<file path="src/rtl/uart_nibble_rx.sv">
// rtl/uart_nibble_rx.sv - UART-style 4-bit word receiver with false-start and stop-bit checks
module uart_nibble_rx #(
    parameter int CLKS_PER_BIT = 16
) (
    input  logic       clk,
    input  logic       reset,
    input  logic       rx_in,
    output logic [3:0] out_data,
    output logic       out_valid,
    output logic       frame_err,
    output logic       busy
);
    localparam int CNT_W = $clog2(CLKS_PER_BIT);
    localparam logic [CNT_W-1:0] HALF_LAST = CNT_W'(CLKS_PER_BIT / 2 - 1);
    localparam logic [CNT_W-1:0] BIT_LAST  = CNT_W'(CLKS_PER_BIT - 1);
    localparam logic [CNT_W-1:0] CNT_ONE   = CNT_W'(1);

    typedef enum logic [1:0] {
        IDLE,
        START,
        DATA,
        STOP
    } state_t;

    state_t           state, state_n;
    logic [CNT_W-1:0] cnt, cnt_n;
    logic [1:0]       bit_idx, bit_idx_n;
    logic [3:0]       shreg, shreg_n;
    logic [3:0]       out_data_n;
    logic             out_valid_n;
    logic             frame_err_n;
    logic             rx_meta, rx_s, rx_d;

    // Two-flop synchroniser plus one delay flop for falling-edge detection
    always_ff @(posedge clk) begin
        if (!reset) begin
            rx_meta <= 1'b1;
            rx_s    <= 1'b1;
            rx_d    <= 1'b1;
        end else begin
            rx_meta <= rx_in;
            rx_s    <= rx_meta;
            rx_d    <= rx_s;
        end
    end

    always_ff @(posedge clk) begin
        if (!reset) begin
            state     <= IDLE;
            cnt       <= '0;
            bit_idx   <= '0;
            shreg     <= '0;
            out_data  <= '0;
            out_valid <= 1'b0;
            frame_err <= 1'b0;
        end else begin
            state     <= state_n;
            cnt       <= cnt_n;
            bit_idx   <= bit_idx_n;
            shreg     <= shreg_n;
            out_data  <= out_data_n;
            out_valid <= out_valid_n;
            frame_err <= frame_err_n;
        end
    end

    always_comb begin
        state_n     = state;
        cnt_n       = cnt + CNT_ONE;
        bit_idx_n   = bit_idx;
        shreg_n     = shreg;
        out_data_n  = out_data;
        out_valid_n = 1'b0;
        frame_err_n = 1'b0;

        case (state)
            IDLE: begin
                cnt_n = '0;
                // Edge-triggered so a line parked low never restarts a frame
                if (!rx_s && rx_d) begin
                    state_n = START;
                end
            end
            START: begin
                if (cnt == HALF_LAST) begin
                    cnt_n     = '0;
                    bit_idx_n = '0;
                    state_n   = rx_s ? IDLE : DATA;
                end
            end
            DATA: begin
                if (cnt == BIT_LAST) begin
                    shreg_n   = {rx_s, shreg[3:1]};
                    cnt_n     = '0;
                    bit_idx_n = bit_idx + 2'd1;
                    if (bit_idx == 2'd3) begin
                        state_n = STOP;
                    end
                end
            end
            STOP: begin
                if (cnt == BIT_LAST) begin
                    cnt_n   = '0;
                    state_n = IDLE;
                    if (rx_s) begin
                        out_data_n  = shreg;
                        out_valid_n = 1'b1;
                    end else begin
                        frame_err_n = 1'b1;
                    end
                end
            end
            default: begin
                state_n = IDLE;
                cnt_n   = '0;
            end
        endcase
    end

    assign busy = (state != IDLE);

endmodule

</file>
<file path="config.mk">
export PLATFORM = sky130hd
export DESIGN_NAME = uart_nibble_rx
export DESIGN_NICKNAME = d
export VERILOG_FILES = /design/src/rtl/uart_nibble_rx.sv
export SDC_FILE = /design/constraint.sdc
export NUM_CORES = 1
export LEC_CHECK = 0
export CELL_PAD_IN_SITES_DETAIL_PLACEMENT = 1
export CELL_PAD_IN_SITES_GLOBAL_PLACEMENT = 1
export CORE_MARGIN = 2
export CORE_UTILIZATION = 43
export DETAILED_ROUTE_END_ITERATION = 8
export GPL_ROUTABILITY_DRIVEN = 0
export PLACE_DENSITY = 0.86
export SLEW_MARGIN = 25
export SYNTH_ARGS = -nofsm -noshare
export SYNTH_HDL_FRONTEND = slang
export SYNTH_SLANG_ARGS = --single-unit
</file>
<file path="constraint.sdc">
create_clock -name clk -period 3.73 [get_ports clk]
set_clock_uncertainty 0.2 [all_clocks]
set_input_delay 0.746 -clock clk [delete_from_list [all_inputs] [get_ports clk]]
set_output_delay 0.746 -clock clk [all_outputs]
set_load 0.03 [all_outputs]
</file>
Word-level counts from Yosys, hierarchy flattened

Cells that the tools add are included.

Flip-flop bits (word level): 21
Output and inout bits: 7

Equality and inequality tests: 11
Add/sub/neg operators: 2
Reductions and logical operators: 11
Mux-type cells: 15

Operator list:

| operator              | count |
|---|---|
| $mux W2               | 8 |
| $pmux W4 S3           | 1 |
| $ne A2 B2 Y1 const B  | 5 |
| $reduce_and A3 Y1     | 3 |
| $mux W4               | 2 |
| $pmux W2 S4           | 1 |
| $eq A2 B2 Y1 const B  | 3 |
| $reduce_and A5 Y1     | 1 |
| $add A4 B1 Y4 const B | 1 |
| $eq A4 B3 Y1 const B  | 1 |
| $eq A4 B4 Y1 const B  | 1 |
| $pmux W2 S2           | 1 |
| $reduce_bool A2 Y1    | 2 |
| $add A2 B1 Y2 const B | 1 |
| $eq A2 B1 Y1 const B  | 1 |
| $logic_not A2 Y1      | 1 |
| $mux W1               | 2 |
| $reduce_and A2 Y1     | 1 |
| $reduce_or A2 Y1      | 1 |
| $logic_and A1 B1 Y1   | 1 |
| $logic_not A1 Y1      | 1 |

Longest topological paths before layout

Gate-level depths: netlist of the first run.

Depth after elaboration: 4
Depth in mapped cells: 6
Mapped depth without buffers: 4

Least setup slack after synthesis of the first run

No wires, ideal clock.

Path type: input -> register
From: input reset
To: register bit_idx[0]
Data arrival time: 1.451 ns
Cell stages on the path: 4
Buffers on the path: 1
Path slack: 1.994 ns
Cell sequence: clkbuf_1 inv_1 a31o_2 a211oi_1

RTL lines:

| what                   | RTL line | RTL |
|---|---|---|
| start: declaration     | 6        | `input logic reset,` |
| end signal: assignment | 59       | `bit_idx <= bit_idx_n;` |
| end: declaration       | 27       | `logic [1:0] bit_idx, bit_idx_n;` |

Worst setup path after layout of the first run

From: register state[0]
To: output busy

Word-level cells in the longest chain between the ends: 1

Ends and longest elaborated chain:

| what                     | RTL line | RTL |
|---|---|---|
| start: declaration       | 25       | `state_t state, state_n;` |
| start signal: assignment | 57       | `state <= state_n;` |
| $reduce_bool A2 Y1       | 120      | `assign busy = (state != IDLE);` |
| end: declaration         | 11       | `output logic busy` |

No other way between the ends.

==> results.toml, run 1 <==
[sta]
hold_viol = 0
tns_ps = 0
worst_slack_ps = 1050
fmax_mhz = 374
finalCritPeriodShare_pct = 71.8
period_minus_slack_ps = 2680
max_slew_margin_pct = 63.1
worst_pin_slew_ps = 552
setup_violations = 0
rsz0062_at_grt = "false"
report.final.slew_viol_count = 0

[global_route]
grt_max_degree = 19
grt_util_all_layers_pct = 15.5
overflow = 0
antenna_found_initial = 0
grt_pass1_vias = 646
grt_pass1_wl_mm = 2.82

[run]
maxCapViolations = 0

[finish]
register_area_um2 = 420
insertedDiodeCount = 0
syn_to_final_growth_pct = 11.6
drive_above_1_share_pct = 7.07
nNetsFinal = 105
fill_cells = 241
multi_input_area_um2 = 382

[die]
die_area_um2 = 2380
ios = 10
die_h_um = 48.8
start_util_pct = 44.9
dieWidth_um = 48.8
rows = 16
core_um2 = 1920

[cts]
clk_latency_ps = 290
hold_buffers = 0
cts-root-buf = "clkbuf_4"
cts_made_buffers = 3
clock_sinks = 21
cts_buffer_depth = 2
h-tree-depth = 1
path_clk_slew_ps = 110
cts_tree = "done"
ctsResizeCount = 0
cts_setup_buffers = 0

[detailed_routing]
postRouteAntennaNets = 0
finalWirelength_mm = 1.61
drt_iter0_markers = 3
vias = 675
drt_pre_antenna_iters = 4
via_per_inst = 5.36
drc_errors = 0
wl_per_cell_um = 12.8

[power_and_ir_drop]
power.density_nw_per_um2 = 361
power.internal_mw = 0.274
ir_worst_vdd_v = 0.000213
p_sw_share_pct = 21.3
p_comb_share_pct = 3.9
p_sw_mw = 0.0743
power_leakage_nw = 0.349
clockPowerShare_pct = 30.2
seq_power_share_pct = 65.9

[worst_setup_path]
crit_type = "reg2out"
worstPathCellList = "or2_2, clkdlybuf4s50_1"
r2r_cells = 4
cp.depth = 2
path_delay_family = "buffers and inverters"
path_buf_inv = 1
slowest_stage = "clkdlybuf4s50_1"
crit_required_ps = 2780
critPathLaunchType = "flop"
crit_fanout = 12
cpPeakStageDelay_ps = 660
cp_data_arrival_time_ps = 1730
end_kind = "primary output"

[place]
place_ws_ps = 1190
numPortBuffers = 9
hpwl_mm = 1.15

[synth]
synthDistinctLibCells = 29
post_synth.cell_area_avg_um2 = 9.28
netlist_area_um2 = 863
syn-num-nets = 98
synthesis.instances = 93
synth-seq-cells = 21
ys.warnings.count = 0
synth-seq-area-share_pct = 48.7

[worst_hold_path]
worstHoldPathType = "reg2reg"
min_path_cells = 1

[status]
status = "finished, final reports clean"
placed cells by master, fill, tap and decap left out, types with 3 or more instances in the layout:
| master | netlist | routed |
|---|---|---|
| nor3_1 | 5 | 5 |
| nand2_1 | 10 | 10 |
| dfxtp_1 | 21 | 21 |
| o21ai_0 | 5 | 5 |
| nor2_1 | 4 | 4 |
| clkdlybuf4s50_1 | 0 | 9 |
| nand3_1 | 6 | 6 |
| nand2b_1 | 3 | 3 |
| mux2i_1 | 4 | 4 |
| inv_1 | 3 | 3 |
| a21oi_1 | 6 | 6 |
| clkbuf_4 | 0 | 3 |
final cells by class:
type	instances	share of cell area, %
Multi-Input combinational cell	62	39.6
Tap cell	27	3.51
Sequential cell	21	43.6
Inverter	3	1.17
Clock buffer	4	2.73
Timing Repair Buffer	9	9.35
cells by family after synthesis:
family                   share of synthesized area [%]
AO/OA/AOI/OAI                                     11.4
AND/OR/NAND/NOR                                   22.2
adder cells (fa/ha/maj)                           2.90
flip-flops                                        48.7
multiplexers                                      4.64
XOR/XNOR                                          3.04
buffers and inverters                             7.10
metrics by stage:
step	util (%)	std cells	instance area [um^2]	power [mW]	hold slack (ps)
after CTS	50.1	126	963	0.355	225
after global placement	48.8	122	937	0.248	199
final	50.1	126	963	0.348	222
after floorplan	-	93	863	0.243	186
after detailed placement	48.8	122	937	0.248	200
after global routing	50.1	126	963	0.369	262
power groups by stage:
stage | sequential, mW | clock (mW) | combinational [mW]
finish | 0.229 | 0.105 | 0.0136
global route | 0.230 | 0.124 | 0.0156
CTS | 0.229 | 0.112 | 0.0140
global placement | 0.234 | 0 | 0.0135
detailed placement | 0.234 | 0 | 0.0139
floorplan | 0.232 | 0 | 0.0105
sequential cells by signal (all words and copies together) (netlist names), named ones only:
name       count
frame_err      1
state          1
rx_meta        1
bit_idx        2
out_data       4
shreg          4
out_valid      1
rx_s           1
rx_d           1
cnt            4
cells in the mapped netlist:
cell type / number / area share, %
mux2i_1: 4 / 4.6
nor3_1: 5 / 2.9
nor2_1: 4 / 1.7
nand3_1: 6 / 3.5
inv_1: 3 / 1.3
a21oi_1: 6 / 3.5
buf_2: 1 / 0.58
a211oi_1: 1 / 0.87
or2_2: 1 / 0.73
and2_1: 1 / 0.73
ha_1: 2 / 2.9
and4_1: 1 / 1.0
a31o_2: 1 / 1.0
nor4_1: 1 / 0.73
o31ai_1: 1 / 0.87
nand2b_1: 3 / 2.2
dfxtp_1: 21 / 49
xor2_1: 2 / 2.0
o221a_2: 1 / 1.3
o21ai_0: 5 / 2.9
a221oi_1: 1 / 1.0
and3_4: 1 / 1.3
nand4_1: 1 / 0.73
buf_6: 3 / 3.9
nand3b_1: 1 / 0.87
and3_1: 2 / 1.4
clkbuf_1: 3 / 1.3
nand2_1: 10 / 4.3
xnor2_1: 1 / 1.0
routing by layer:
layer / vias up / global-route usage (%) / part of all wire [%]
met5: - / 0 / 0
met4: 0 / 11.9 / 3.0
met3: 6 / 2.45 / 3.0
met2: 12 / 24.2 / 48
met1: 322 / 19.2 / 46
li1: 335 / - / -
path summary, 6_finish.rpt:
check / start / end / slack [ps]
worst max-delay path: state[0]$_SDFFE_PN0P_ / busy / 1050
worst min-delay path: rx_meta$_SDFF_PN1_ / rx_s$_SDFF_PN1_ / 220
worst max register to register: cnt[0]$_SDFF_PN0_ / out_data[2]$_SDFFE_PN0P_ / 1890
worst min register to register: rx_meta$_SDFF_PN1_ / rx_s$_SDFF_PN1_ / 220
(Power assumes the default switching activity.)
==> run 2: changes to the inputs <==
--- a/config.mk
+++ b/config.mk
@@ -8,10 +8,10 @@
 export CELL_PAD_IN_SITES_DETAIL_PLACEMENT = 1
 export CELL_PAD_IN_SITES_GLOBAL_PLACEMENT = 1
 export CORE_MARGIN = 2
-export CORE_UTILIZATION = 43
+export CORE_UTILIZATION = 36
 export DETAILED_ROUTE_END_ITERATION = 8
 export GPL_ROUTABILITY_DRIVEN = 0
-export PLACE_DENSITY = 0.86
+export PLACE_DENSITY = 0.77
 export SLEW_MARGIN = 25
 export SYNTH_ARGS = -nofsm -noshare
 export SYNTH_HDL_FRONTEND = slang
==> constraint.sdc (replaced) <==
create_clock -name clk -period 2.45 [get_ports clk]
set_clock_uncertainty 0.2 [all_clocks]
set_input_delay 0.49 -clock clk [delete_from_list [all_inputs] [get_ports clk]]
set_output_delay 0.49 -clock clk [all_outputs]
set_load 0.03 [all_outputs]
==> run 2 against run 1 <==
Clock-buffer cell count stayed put. Via count increased by 1.3%. Register-to-register slack got worse by 1200 ps. Sequential share of layout area fell by 0.32 points.
==> results.toml, run 2 (synthesis gave the netlist of run 1 again) <==
[sta]
fmax_mhz = 426
report.final.slew_viol_count = 0
setup_violations = 0
worst_pin_slew_ps = 315
rsz0062_at_grt = "false"
fin_hold_ws_ps = 233
max_slew_margin_pct = 79.0
finalCritPeriodShare_pct = 95.8
tns_ps = 0
hold_viol = 0
period_minus_slack_ps = 2350

[power_and_ir_drop]
ir_worst_vdd_v = 0.000273
power.internal_mw = 0.418
power_leakage_nw = 0.354
seq_power_share_pct = 64.5
power.density_nw_per_um2 = 556
clockPowerShare_pct = 31.3
p_sw_share_pct = 22.7
p_sw_mw = 0.123
p_comb_share_pct = 4.2

[global_route]
antenna_found_initial = 0
grt_max_degree = 18
grt_pass1_wl_mm = 2.92
overflow = 0
grt_pass1_vias = 653
grt_util_all_layers_pct = 14.9

[worst_setup_path]
path_buf_inv = 1
end_kind = "primary output"
crit_type = "reg2out"
crit_fanout = 9
slowest_stage = "clkdlybuf4s50_1"
cpPeakStageDelay_ps = 670
cp_data_arrival_time_ps = 1660
worstPathCellList = "or2_2, clkdlybuf4s50_1"
critPathLaunchType = "flop"
path_delay_family = "buffers and inverters"
crit_required_ps = 1760

[die]
ios = 10
start_util_pct = 38.7
die_area_um2 = 2810
dieWidth_um = 53.0
core_um2 = 2230
rows = 17
die_h_um = 53.0

[finish]
drive_above_1_share_pct = 9.00
syn_to_final_growth_pct = 12.8
fill_cells = 272
reg_top3 = "cnt x4, out_data x4, shreg x4"
insertedDiodeCount = 0
final_common_cell = "dfxtp_1"
layout_common_cells = "20 x dfxtp_1, 10 x nand2_1, 9 x clkdlybuf4s50_1"
nNetsFinal = 106

[cts]
clk_latency_ps = 310
path_clk_slew_ps = 110
cts_made_buffers = 3
cts_buffer_depth = 2
cts_tree = "done"
cts-root-buf = "clkbuf_4"
clock_sinks = 21
hold_buffers = 0
cts_setup_buffers = 0
ctsResizeCount = 0
h-tree-depth = 1

[detailed_routing]
postRouteAntennaNets = 0
vias = 684
wl_per_cell_um = 13.0
drt_pre_antenna_iters = 4
drt_iter0_markers = 10
drc_errors = 0
finalWirelength_mm = 1.66
via_per_inst = 5.34

[status]
status = "finished, final reports clean"

[place]
numPortBuffers = 9
hpwl_mm = 1.17

[worst_hold_path]
worstHoldPathType = "reg2reg"

[run]
maxCapViolations = 0
-- run 2: cell type report --
class,instances,area (um^2),area share (%)
Clock buffer,4,26.3,2.70
Inverter,3,11.3,1.16
Multi-Input combinational cell,62,382,39.2
Sequential cell,21,422,43.3
Tap cell,28,35.0,3.60
Timing Repair Buffer,10,97.6,10.0
-- run 2: power by group through the flow --
| stage | sequential (mW) | combinational [mW] | clock, mW |
|---|---|---|---|
| after global placement | 0.356 | 0.0223 | 0 |
| final | 0.349 | 0.0227 | 0.169 |
| after floorplan | 0.354 | 0.0160 | 0 |
| after detailed placement | 0.357 | 0.0229 | 0 |
| after global routing | 0.350 | 0.0256 | 0.187 |
| after CTS | 0.349 | 0.0231 | 0.178 |
-- run 2: layer usage --
layer  track usage, %  part of all wire (%)
met1             18.2                    48
met2             22.9                    45
met3             2.82                   2.8
met4             11.5                   3.2
met5                0                     0
-- run 2: stage by stage --
stage | utilization (%) | area, um^2 | total power, mW | setup WS, ps | instances
6_report | 43.6 | 973 | 0.541 | 102 | 128
5_1_grt | 43.6 | 973 | 0.562 | 44.1 | 128
4_1_cts | 43.5 | 972 | 0.550 | 6.66 | 128
3_5_place_dp | 42.4 | 946 | 0.380 | 367 | 124
3_3_place_gp | 42.4 | 946 | 0.379 | 401 | 124
2_1_floorplan | - | 863 | 0.370 | 815 | 93
-- run 2: worst paths after layout --
path / start / end / slack, ps / depth (start not counted)
worst max-delay path: flop / busy / 100 / 2
worst max register to register: cnt[0]$_SDFF_PN0_ / out_data[1]$_SDFFE_PN0P_ / 650 / 4
worst min-delay path: rx_meta$_SDFF_PN1_ / rx_s$_SDFF_PN1_ / 230 / 1
worst min register to register: rx_meta$_SDFF_PN1_ / rx_s$_SDFF_PN1_ / 230 / 1
